[config.mk]
export PLATFORM = sky130hd
export DESIGN_NAME = mmio_timer_io
export DESIGN_NICKNAME = d
export VERILOG_FILES = /design/src/rtl/mmio_pkg.sv /design/src/rtl/sw_debounce.sv /design/src/rtl/mmio_timer_io.sv
export SDC_FILE = /design/constraint.sdc
export NUM_CORES = 1
export LEC_CHECK = 0
export BUFFER_PORTS_ARGS = -buffer_cell sky130_fd_sc_hd__buf_4
export CORE_MARGIN = 5
export CORE_UTILIZATION = 30
export CTS_CLUSTER_DIAMETER = 200
export DETAILED_ROUTE_END_ITERATION = 6
export MAX_ROUTING_LAYER = met4
export PLACE_DENSITY = 0.59
export SYNTH_ARGS = -nofsm -noshare
export SYNTH_HDL_FRONTEND = slang
export SYNTH_SLANG_ARGS = --single-unit
[constraint.sdc]
create_clock -name clock -period 1.8 [get_ports clock]
set_input_delay 0.09 -clock clock [delete_from_list [all_inputs] [get_ports clock]]
set_output_delay 0.09 -clock clock [all_outputs]
set_load 0.005 [all_outputs]
[src/rtl/mmio_pkg.sv]
// Shared constants for the MMIO switch/display/timer peripheral:
// register offsets, default window base, TSTAT bit index and the
// offset-to-register decode helper.
package mmio_pkg;

    localparam logic [15:0] DEF_BASE_ADDR = 16'hFFF0;

    localparam logic [2:0] OFS_DISP  = 3'd0;
    localparam logic [2:0] OFS_SW    = 3'd2;
    localparam logic [2:0] OFS_TLOAD = 3'd4;
    localparam logic [2:0] OFS_TSTAT = 3'd6;

    localparam int unsigned TSTAT_EXP_BIT = 0;

    typedef enum logic [1:0] {
        REG_DISP  = 2'd0,
        REG_SW    = 2'd1,
        REG_TLOAD = 2'd2,
        REG_TSTAT = 2'd3
    } reg_sel_e;

    // Byte offset within the window to register; bit 0 is a don't-care.
    function automatic reg_sel_e decode_reg(input logic [2:0] ofs);
        reg_sel_e r;
        case (ofs & 3'b110)
            OFS_DISP:  r = REG_DISP;
            OFS_SW:    r = REG_SW;
            OFS_TLOAD: r = REG_TLOAD;
            OFS_TSTAT: r = REG_TSTAT;
            default:   r = REG_DISP;
        endcase
        return r;
    endfunction

endpackage

[src/rtl/sw_debounce.sv]
// One-bit switch conditioner: 2-flop synchronizer followed by a
// debounce counter. The debounced output flips only after
// DEBOUNCE_CYCLES consecutive synchronized samples differ from it.
module sw_debounce #(
    parameter int unsigned DEBOUNCE_CYCLES = 4
) (
    input  logic clock,
    input  logic reset,
    input  logic sw_raw,
    output logic sw_db
);

    localparam int unsigned CNT_W = (DEBOUNCE_CYCLES > 1) ? $clog2(DEBOUNCE_CYCLES) : 1;
    localparam logic [CNT_W-1:0] CNT_LAST = CNT_W'(DEBOUNCE_CYCLES - 1);

    logic             sync1_q, sync1_d;
    logic             sync2_q, sync2_d;
    logic [CNT_W-1:0] cnt_q,   cnt_d;
    logic             db_q,    db_d;

    // Synchronizer shift and debounce counting; any agreement restarts the count.
    always_comb begin
        sync1_d = sw_raw;
        sync2_d = sync1_q;
        cnt_d   = '0;
        db_d    = db_q;
        if (sync2_q != db_q) begin
            if (cnt_q == CNT_LAST) begin
                db_d = sync2_q;
            end else begin
                cnt_d = cnt_q + CNT_W'(1);
            end
        end
    end

    // State registers with synchronous reset.
    always_ff @(posedge clock) begin
        if (reset) begin
            sync1_q <= 1'b0;
            sync2_q <= 1'b0;
            cnt_q   <= '0;
            db_q    <= 1'b0;
        end else begin
            sync1_q <= sync1_d;
            sync2_q <= sync2_d;
            cnt_q   <= cnt_d;
            db_q    <= db_d;
        end
    end

    assign sw_db = db_q;

endmodule

[src/rtl/mmio_timer_io.sv]
// Memory-mapped I/O block: seven-segment display register, two
// debounced switches and an optional countdown timer with an
// expired flag on irq. Timer is built only when MMIO_TIMER_EN is
// defined; otherwise TLOAD/TSTAT read 0, ignore writes, irq is 0.
module mmio_timer_io
    import mmio_pkg::*;
#(
    parameter logic [15:0] BASE_ADDR       = DEF_BASE_ADDR,
    parameter int unsigned DEBOUNCE_CYCLES = 4
) (
    input  logic        clock,
    input  logic        reset,
    input  logic [15:0] draddr,
    input  logic [15:0] dwdata,
    input  logic        dwrite,
    input  logic        dread,
    output logic [15:0] drdata,
    output logic        sel,
    input  logic        io_sw0,
    input  logic        io_sw1,
    output logic [6:0]  io_display,
    output logic        irq
);

    logic       wr_en;
    reg_sel_e   rsel;
    logic [6:0] disp_q, disp_d;
    logic       sw0_db, sw1_db;
    logic [15:0] count_rd;
    logic        expired_rd;
    logic [15:0] tstat_rd;

    assign sel   = (draddr[15:3] == BASE_ADDR[15:3]);
    assign wr_en = dwrite && sel;
    assign rsel  = decode_reg(draddr[2:0]);

    sw_debounce #(.DEBOUNCE_CYCLES(DEBOUNCE_CYCLES)) u_sw0 (
        .clock  (clock),
        .reset  (reset),
        .sw_raw (io_sw0),
        .sw_db  (sw0_db)
    );

    sw_debounce #(.DEBOUNCE_CYCLES(DEBOUNCE_CYCLES)) u_sw1 (
        .clock  (clock),
        .reset  (reset),
        .sw_raw (io_sw1),
        .sw_db  (sw1_db)
    );

    // Display register next value.
    always_comb begin
        disp_d = disp_q;
        if (wr_en && rsel == REG_DISP) begin
            disp_d = dwdata[6:0];
        end
    end

    // Display register.
    always_ff @(posedge clock) begin
        if (reset) begin
            disp_q <= '0;
        end else begin
            disp_q <= disp_d;
        end
    end

`ifdef MMIO_TIMER_EN
    logic [15:0] count_q, count_d;
    logic        expired_q, expired_d;
    logic        load, clr;

    // Countdown: a load overrides the decrement; expiry beats a clear.
    always_comb begin
        load      = wr_en && rsel == REG_TLOAD;
        clr       = wr_en && rsel == REG_TSTAT && dwdata[TSTAT_EXP_BIT];
        count_d   = count_q;
        expired_d = expired_q;
        if (load) begin
            count_d = dwdata;
        end else if (count_q != '0) begin
            count_d = count_q - 16'd1;
        end
        if (clr) begin
            expired_d = 1'b0;
        end
        if (!load && count_q == 16'd1) begin
            expired_d = 1'b1;
        end
    end

    // Timer registers.
    always_ff @(posedge clock) begin
        if (reset) begin
            count_q   <= '0;
            expired_q <= 1'b0;
        end else begin
            count_q   <= count_d;
            expired_q <= expired_d;
        end
    end

    assign count_rd   = count_q;
    assign expired_rd = expired_q;
`else
    logic unused_wdata;

    assign unused_wdata = ^dwdata[15:7];
    assign count_rd     = '0;
    assign expired_rd   = 1'b0;
`endif

    // TSTAT read image.
    always_comb begin
        tstat_rd                = '0;
        tstat_rd[TSTAT_EXP_BIT] = expired_rd;
    end

    // Combinational read mux; zero unless a selected read.
    always_comb begin
        drdata = '0;
        if (dread && sel) begin
            case (rsel)
                REG_DISP:  drdata = {9'b0, disp_q};
                REG_SW:    drdata = {14'b0, sw1_db, sw0_db};
                REG_TLOAD: drdata = count_rd;
                REG_TSTAT: drdata = tstat_rd;
                default:   drdata = '0;
            endcase
        end
    end

    assign io_display = disp_q;
    assign irq        = expired_rd;

endmodule

==> metrics.md, run 1 <==
| Metric | Value |
|---|---|
| Status | complete, no violations |
| Post-Syn Area | 870 um2 |
| Worst Setup SP | draddr[3] |
| Commonest non-fill, non-tap cells in the layout | buf_4 (43), dfxtp_1 (17), nand2b_1 (15) |
| Max-cap viol count | 0 |
| First-pass GRT wire length | 3.28 mm |
| Setup TNS | 0 ns |
| Clk_skew | 0.00193 ns |
| DIE HEIGHT | 63.8 um |
| Die W | 63.8 um |
| Residual DRC | 0 |
| CP Max Fanout | 5 |
| Post-DP HPWL | 1.56 mm |
| # placed instances | 161 |
| WP data required | 1.71 ns |
| Rows | 19 |
| Hold depth | 3 |
| Initial Util | 0.315 |
| # fillers | 277 |
| Core Region | 0.00276 mm2 |
| Design area | 0.00124 mm2 |
| PortBufs | 42 |
| WHS | 0.0680 ns |
| CTS resizes | 0 |
| Yosys cell types | 20 |
| Post-route setup slack | 0.187 ns |
| Fin. max-slew vios | 0 |
| Min Tclk post-route | 1.61 ns |
| Leakage | 0.564 nW |
| Initial antenna violation count | 0 |
| Num Clock Sinks | 17 |
| Final hold vios | 0 |
| Hold Path Class | in2reg |
| Worst hold path endpoint | io_display[6]$_SDFFE_PP0P_ |
| WL/cell | 11.5 um |
| Grt total ovfl | 0 |
| Synth warn | 0 |
| Sequential fraction of the synthesis area | 0.391 |
| Total chip power | 0.660 mW |
| Unrepaired setup endpoints after global routing | false |
| Fmax | 620 MHz |
| Post-place setup slack | 0.146 ns |
| Reg2Reg Depth | 3 |
| Pwr per Cell Area | 533 mW/mm2 |
| Flop2flop setup slack | 0.70 ns |
| # IOs | 63 |
| Final Routed Wirelength | 1.93 mm |
| Seq cells post-synth | 17 |
| Commonest non-fill, non-tap cell in the layout | buf_4 |
| Final setup violation count | 0 |
| Vias per cell | 4.31 |
| Max VDD drop | 435 uV |
| Worst Setup End Kind | output port |
| Worst Path Arrival | 1.52 ns |
| Fin cells | 167 |
| Clock buffer depth | 2 |
| Die area | 0.00408 mm2 |
| Clock Latency Late Sink | 0.28 ns |
| Drt initial violations | 15 |
| Critical R2R Launch | u_sw0.cnt_q[0]$_SDFF_PP0_ |
| Gr usage total | 0.101 |
| Post-CTS Setup Inserts | 0 |
| Nets | 177 |
| Cells after Synth | 90 |
| Vias in the first global route | 754 |
| Synth Area per Inst | 9.66 um2 |
| Worst Setup Start Kind | primary input |
| H-tree Lvls | 1 |
| Final Core Density | 0.449 |
| Ant diodes | 0 |
| Final worst path period share | 0.896 |
| Worst R2R End | u_sw0.cnt_q[1]$_SDFF_PP0_ |
| 1st-pass router iterations | 2 |
| Hold path startpoint | dwdata[6] |
| Share of layout cells above drive strength 1 | 0.375 |
| Root buffer cell | clkbuf_4 |
| DRT antenna net count | 0 |
| Clk slew on worst S/H paths | 0.09 ns |
| GP Congestion | 0.665 |
| Detailed-route via count | 720 |
| Clock buffer count from CTS | 3 |
| CTS tree | yes |
| Largest net degree at the start of global routing | 23 |
| Placement Cell Area | 0.00119 mm2 |
| Area added between synthesis and finish | 42.4% |
| Setup Crit Path Kind | in2out |
==> cell families (layout without fill, tap and decap cells) <==
logic type	after synthesis	count (layout)	share of synthesized area
buf+inv	16	53	0.121
xor+xnor	2	2	0.0201
other cells	1	10	0.00431
mux	11	11	0.127
fa+ha+maj	2	2	0.0288
simple gates	41	41	0.308
flops	17	17	0.391
==> synthesized netlist by cell type <==
library cell  instances  area, um2
nand4_1               2       12.5
inv_1                 3       11.3
or3_1                 2       12.5
dfxtp_1              17        340
nor2_1                8       30.0
xnor2_1               2       17.5
buf_6                 1       11.3
nor4b_2               1       15.0
or4_4                 1       11.3
nor2b_1               4       25.0
ha_1                  2       25.0
nand3_1               1       5.00
buf_4                10       75.1
nand3b_1              1       7.51
nor4b_4               1       23.8
clkbuf_1              2       7.51
mux2i_1              11        110
nand2b_1             15       93.8
and2_1                5       31.3
conb_1                1       3.75
==> metal layers <==
metal / part of all wire / vias up / GRT usage
li1: - / 364 / -
met1: 0.41 / 311 / 0.116
met2: 0.42 / 43 / 0.152
met3: 0.16 / 2 / 0.0473
met4: 0.0047 / 0 / 0.0390
met5: 0 / - / -
==> layout make-up <==
cell class,instances,area [um2],share of cell area
Multi-Input combinational cell,66,458,0.370
Timing Repair Buffer,46,363,0.293
Clock buffer,3,22.5,0.0182
Clock inverter,1,5.00,0.00404
Sequential cell,17,340,0.275
Inverter,3,11.3,0.00909
Tap cell,31,38.8,0.0313
==> registers in the layout (all words and copies together) (netlist names) <==
register	cells
u_sw0.sync1_q	1
u_sw0.cnt_q	2
u_sw0.sw_db	1
u_sw1.sync2_q	1
io_display	7
u_sw1.sw_db	1
u_sw0.sync2_q	1
u_sw1.sync1_q	1
u_sw1.cnt_q	2
==> how the worst max path moves through the flow <==
stage / slack, ns / cells past startpoint / endpoint
after CTS: 0.17 / 7 / drdata[2]
after floorplan: 0.37 / 5 / io_display[0]$_SDFFE_PP0P_
final: 0.19 / 7 / drdata[2]
after global placement: 0.17 / 6 / io_display[2]$_SDFFE_PP0P_
after global routing: 0.10 / 7 / drdata[3]
after detailed placement: 0.15 / 6 / io_display[5]$_SDFFE_PP0P_
==> report_power, final <==
group	leakage (nW)	total, mW	switching (mW)	internal [mW]
sequential	0.138	0.384	0.00221	0.381
combinational	0.408	0.0822	0.0282	0.0541
clock	0.0177	0.194	0.112	0.0824
total	0.564	0.660	0.142	0.518
==> critical path, stage by stage <==
cell      delay (ns)
buf_4           0.10
nand2b_1        0.13
or4_4           0.57
nor4b_2         0.23
buf_4           0.17
and2_1          0.12
buf_4           0.10
==> what timing repair did <==
item                                    in CTS  in global routing
hold buffers                                 2                  0
hold endpoints to repair                     2                  0
endpoints found under the setup margin       0                  0
Power figures use the tool's default switching activity.
==> run 2, diff against run 1 <==
==> constraint.sdc (replaced) <==
create_clock -name clock -period 1.8 [get_ports clock]
set_input_delay 0.18 -clock clock [delete_from_list [all_inputs] [get_ports clock]]
set_output_delay 0.18 -clock clock [all_outputs]
set_load 0.005 [all_outputs]
==> run 2 against run 1 <==
  * Sequential cell count unchanged
  * Wire length increased by 0.16%
  * Combinational power decreased by 4.9%
  * Global-route usage decreased by 0.85 points
  * Register-to-register slack about the same
  * Count of clock-buffer cells in the layout unchanged
  * Clock skew increased by 0.0067 ns
  * Critical path depth unchanged
  * First-iteration DRC count decreased by 67%
  * Worst setup slack got worse by 0.11 ns
  * Power decreased by 0.65%
  * Maximum frequency decreased by 6.3%
==> metrics.md, run 2 (same netlist as run 1, synthesis figures left out) <==
| Metric | Value |
|---|---|
| Vias in the first global route | 644 (-15%) |
| Post-place setup slack | -0.0150 ns (-0.161 ns) |
| Share of layout cells above drive strength 1 | 0.381 (+0.00560) |
| Initial Util | 0.315 (unchanged) |
| Fin. max-slew vios | 0 (unchanged) |
| WL/cell | 11.7 um (+1.4%) |
| Area added between synthesis and finish | 40.1% |
| GP Congestion | 0.669 (+0.54%) |
| Largest register FFs | 7 (unchanged) |
| Fmax | 581 MHz (-6.3%) |
| Worst Setup Start Kind | primary input |
| Final hold vios | 0 (unchanged) |
| Max VDD drop | 397 uV (-8.7%) |
| Rows | 19 (unchanged) |
| Hold_buf cts | 0 (-2) |
| Critical R2R Launch | u_sw1.cnt_q[0]$_SDFF_PP0_ |
| Initial antenna violation count | 0 (unchanged) |
| Die W | 63.8 um (unchanged) |
| Ant diodes | 0 (unchanged) |
| Worst Path Arrival | 1.54 ns (+0.02 ns) |
| WHS | 0.0975 ns (+0.0295 ns) |
| CP Max Fanout | 5 (unchanged) |
| Commonest non-fill, non-tap cells in the layout | buf_4 (43), dfxtp_1 (17), nand2b_1 (15) |
| Status | complete, no violations |
| Grt total ovfl | 0 (unchanged) |
| Area of the multi-input gates | 458 um2 (unchanged) |
| Final setup violation count | 0 (unchanged) |
| Fin cells | 165 (-1.2%) |
| Post-DP HPWL | 1.54 mm (-1.4%) |
| Detailed-route via count | 718 (-0.28%) |
| Setup TNS | 0 ns (unchanged) |
| Nets | 175 (-1.1%) |
| Hold Path Class | in2reg |
| Clk slew on worst S/H paths | 0.10 ns (about the same) |
| PortBufs | 42 (unchanged) |
| Hold path startpoint | io_sw1 |
| Core Region | 0.00276 mm2 (unchanged) |
| DRT antenna net count | 0 (unchanged) |
| # fillers | 282 (+1.8%) |
| First-pass GRT wire length | 2.91 mm (-11%) |
| Die area | 0.00408 mm2 (unchanged) |
| Clock buffer count from CTS | 3 (unchanged) |
| Commonest non-fill, non-tap cell in the layout | buf_4 |
| Leakage | 0.555 nW (-1.5%) |
| Gr usage total | 0.0925 (-0.00847) |
| WP data required | 1.62 ns (-0.09 ns) |
| Clk_skew | 0.00864 ns (+0.00670 ns) |
| Pwr per Cell Area | 538 mW/mm2 (+0.98%) |
| Num Clock Sinks | 17 (unchanged) |
| Post-route setup slack | 0.0798 ns (-0.108 ns) |
| Worst Setup SP | draddr[14] |
| Unrepaired setup endpoints after global routing | false |
| DIE HEIGHT | 63.8 um (unchanged) |
| Clock Latency Late Sink | 0.28 ns (about the same) |
| Root buffer cell | clkbuf_4 |
| Min Tclk post-route | 1.72 ns (+0.108 ns) |
| Setup Crit Path Kind | in2out |
| CTS tree | yes |
| Largest net degree at the start of global routing | 23 (unchanged) |
| Max-cap viol count | 0 (unchanged) |
| Vias per cell | 4.35 (+0.93%) |
| Worst Setup End Kind | output port |
| # placed instances | 161 (unchanged) |
| Final Routed Wirelength | 1.93 mm (+0.16%) |
| 1st-pass router iterations | 3 (+1) |
| Final worst path period share | 0.956 (+0.0597) |
| Residual DRC | 0 (unchanged) |
| Drt initial violations | 5 (-10) |
| Clock buffer depth | 2 (unchanged) |
| FF+latch area | 340 um2 (unchanged) |
| # IOs | 63 (unchanged) |
| H-tree Lvls | 1 (unchanged) |
[run 2: metal layers]
layer / track usage / vias to the layer above / part of all wire
met5: - / - / 0
met4: 0.0545 / 0 / 0.0098
met3: 0.0403 / 2 / 0.15
met2: 0.129 / 43 / 0.42
met1: 0.108 / 310 / 0.42
li1: - / 363 / -
[run 2: per-stage QoR]
stage          power [mW]  instance area (um2)   util
6_report            0.656                 1220  0.442
5_1_grt             0.683                 1220  0.442
4_1_cts             0.668                 1220  0.442
3_5_place_dp        0.471                 1190  0.432
3_3_place_gp        0.469                 1190  0.432
2_1_floorplan       0.435                  903      -
[run 2: final timing paths]
check	slack (ns)	depth (start not counted)	to
worst max-delay path	0.08	7	drdata[6]
worst min-delay path	0.1	2	u_sw1.sync1_q$_SDFF_PP0_
worst max register to register	0.70	3	u_sw1.cnt_q[1]$_SDFF_PP0_
worst min register to register	0.43	1	u_sw1.cnt_q[0]$_SDFF_PP0_
[run 2: worst max-delay path, cell delays in order]
cell	delay, ns
buf_4	0.07
nand3_1	0.07
or4_4	0.58
nor4b_2	0.23
buf_4	0.18
and2_1	0.13
buf_4	0.10
[run 2: what timing repair did]
item / 4_1_cts / 5_1_grt
gates resized for setup: 0 / 0
setup endpoints to repair: 5 / 0
buffers inserted: 0 / 0
[run 2: power breakdown]
part / switching, mW / total [mW] / leakage (nW) / internal (mW)
combinational: 0.0270 / 0.0782 / 0.400 / 0.0512
clock: 0.112 / 0.194 / 0.0177 / 0.0824
sequential: 0.00225 / 0.384 / 0.138 / 0.381
[run 2: cell type report]
class,count,share of cell area
well taps,31,0.0318
multi-input cells,66,0.376
repair buffers,44,0.281
inverters,3,0.00924
clock buffers,3,0.0185
clock inverters,1,0.00411
flip-flops and latches,17,0.279
==> run 3, diff against run 2 <==
clock period = 1.6 ns   (was 1.8 ns; I/O delays follow)
==> run 3 against run 2 <==
  * The run now ends with negative setup slack left
  * Via count down 0.14%
  * Power up 14%
  * Die area unchanged
  * Clock power up 13%
  * First-iteration DRC count rose to 3.4 times the previous value
  * Utilization up 2.4 points
  * Sequential power up 12%
  * Hold slack worse by 0.018 ns
  * Register-to-register slack worse by 0.20 ns
  * Highest routed layer unchanged
  * Critical endpoint unchanged
  * Sequential share of layout area down 1.4 points
  * Critical path depth unchanged
  * Largest cell class unchanged
  * Wire length up 5.8%
==> metrics.md, run 3 (same netlist as run 1, synthesis figures left out) <==
| Metric | Value |
|---|---|
| WL/cell | 12.3 um (+5.2%) |
| Grt total ovfl | 0 (unchanged) |
| CP peak stage delay | 0.53 ns (-0.05 ns) |
| Commonest non-fill, non-tap cell in the layout | buf_4 |
| CP Max Fanout | 5 (unchanged) |
| Final hold vios | 0 (unchanged) |
| Rows | 19 (unchanged) |
| Worst Setup Start Kind | primary input |
| Largest net degree at the start of global routing | 23 (unchanged) |
| Reg2Reg Depth | 3 (unchanged) |
| Min Tclk post-route | 1.63 ns |
| Final Routed Wirelength | 2.04 mm (+5.8%) |
| # fillers | 271 (-3.9%) |
| Clock buffer depth | 2 (unchanged) |
| Setup Crit Path Kind | in2out |
| Cell Chain, Critical Path | buf_6 > nand4_1 > or4_4 > nor4b_2 > buf_4 > and2_4 > buf_4 |
| Fin. max-slew vios | 0 (unchanged) |
| Fmax | 614 MHz |
| First-pass GRT wire length | 3.28 mm (+13%) |
| Hold path startpoint | io_sw0 |
| H-tree Lvls | 1 (unchanged) |
| Leakage | 0.582 nW (+4.8%) |
| Initial Util | 0.315 (unchanged) |
| Nets | 176 (+0.57%) |
| Hold Path Class | in2reg |
| Met2 routed wirelength | 883 um (+10%) |
| Max VDD drop | 498 uV (+25%) |
| Initial antenna violation count | 0 (unchanged) |
| Unrepaired setup endpoints after global routing | true |
| Hold depth | 2 (unchanged) |
| 1st-pass router iterations | 3 (unchanged) |
| CP max stage cell | or4_4 |
| Drt initial violations | 17 (+12) |
| Clk slew on worst S/H paths | 0.10 ns (about the same) |
| Vias per cell | 4.32 (-0.74%) |
| Setup TNS | -0.107 ns (-0.107 ns) |
| Root buffer cell | clkbuf_4 |
| Die area | 0.00408 mm2 (unchanged) |
| Worst Path Arrival | 1.47 ns (-0.07 ns) |
| Clock buffer count from CTS | 3 (unchanged) |
| Largest register FFs | 7 (unchanged) |
| Max Used Layer | met4 |
| Residual DRC | 0 (unchanged) |
| M1 WL | 868 um (+6.2%) |
| Gr usage total | 0.103 (+0.0104) |
| Crit path top cell by count | buf_4 |
| Flop2flop setup slack | 0.50 ns (-0.20 ns) |
| Met3 WL | 274 um (-5.8%) |
| Share of layout cells above drive strength 1 | 0.422 (+0.0416) |
| Worst R2R End | u_sw1.cnt_q[1]$_SDFF_PP0_ |
| DRT antenna net count | 0 (unchanged) |
| Status | finished, violations left |
| Post-place setup slack | -0.164 ns (-0.149 ns) |
| Violated checks | negative setup slack |
| Post-route setup slack | -0.0283 ns (-0.108 ns) |
| Clock Latency Late Sink | 0.28 ns (about the same) |
| WP data required | 1.44 ns (-0.18 ns) |
| Max-cap viol count | 0 (unchanged) |
| Pwr per Cell Area | 584 mW/mm2 (+8.6%) |
| Core Region | 0.00276 mm2 (unchanged) |
| Critical R2R Launch | u_sw1.cnt_q[0]$_SDFF_PP0_ |
| WHS | 0.0797 ns (-0.0178 ns) |
| GP Congestion | 0.669 (about the same) |
| Worst Setup End Kind | output port |
| Die W | 63.8 um (unchanged) |
| Ant diodes | 0 (unchanged) |
| Final worst path period share | 1.02 |
| # IOs | 63 (unchanged) |
| Post-DP HPWL | 1.57 mm (+1.6%) |
| Final setup violation count | 5 (+5) |
| Commonest non-fill, non-tap cells in the layout | buf_4 (34), dfxtp_1 (17), nand2b_1 (14) |
| Detailed-route via count | 717 (-0.14%) |
| Area added between synthesis and finish | 47.6% |
| PortBufs | 42 (unchanged) |
| CTS tree | yes |
| Worst hold path endpoint | u_sw0.sync1_q$_SDFF_PP0_ |
| Clk_skew | 0.00629 ns (-0.00235 ns) |
| Vias in the first global route | 697 (+8.2%) |
| DIE HEIGHT | 63.8 um (unchanged) |
| Num Clock Sinks | 17 (unchanged) |
-- run 3: per-stage QoR --
stage                     cell area (um2)  std cells   util  power [mW]
final                                1280        166  0.466       0.750
after floorplan                       903         99      -       0.490
after global placement               1190        161  0.432       0.527
after detailed placement             1190        161  0.432       0.531
after CTS                            1260        166  0.458       0.764
after global routing                 1280        166  0.466       0.790
-- run 3: report_power, final --
| group | internal (mW) | leakage (nW) | switching, mW |
|---|---|---|---|
| combinational | 0.0658 | 0.426 | 0.0331 |
| clock | 0.0927 | 0.0177 | 0.127 |
| sequential | 0.429 | 0.138 | 0.00259 |
-- run 3: what timing repair did --
| action | CTS | global route |
|---|---|---|
| setup buffers | 1 | 0 |
| pin swaps | 1 | 4 |
| endpoints found under the setup margin | 5 | 7 |
| hold buffers | 0 | 0 |
| hold endpoints to repair | 0 | 0 |
| resized for setup | 10 | 5 |
-- run 3: cell type report --
cell class | instances | area [um2] | share of cell area
Inverter | 3 | 11.3 | 0.00877
Sequential cell | 17 | 340 | 0.265
Tap cell | 31 | 38.8 | 0.0302
Clock inverter | 1 | 5.00 | 0.00390
Clock buffer | 3 | 22.5 | 0.0175
Timing Repair Buffer | 45 | 388 | 0.302
Multi-Input combinational cell | 66 | 478 | 0.372
-- run 3: worst max-delay path, delay by kind of cell --
family,cells,cell delay [ns]
simple gates,4,0.97
buf+inv,3,0.33
-- run 3: worst max path at each step --
stage / startpoint / to / slack [ns] / cells after the start
2_1_floorplan: draddr[3] / io_display[0]$_SDFFE_PP0P_ / 0.1 / 5
3_3_place_gp: draddr[3] / drdata[2] / -0.16 / 7
3_5_place_dp: draddr[3] / drdata[2] / -0.16 / 7
4_1_cts: draddr[8] / drdata[6] / -0.04 / 7
5_1_grt: draddr[5] / drdata[4] / -0.09 / 7
6_report: draddr[5] / drdata[6] / -0.03 / 7
-- run 3: routing by layer --
layer  vias up  global-route usage
met4         0              0.0545
met1       308               0.126
met3         2              0.0368
li1        364                   -
met5         -                   -
met2        43               0.146
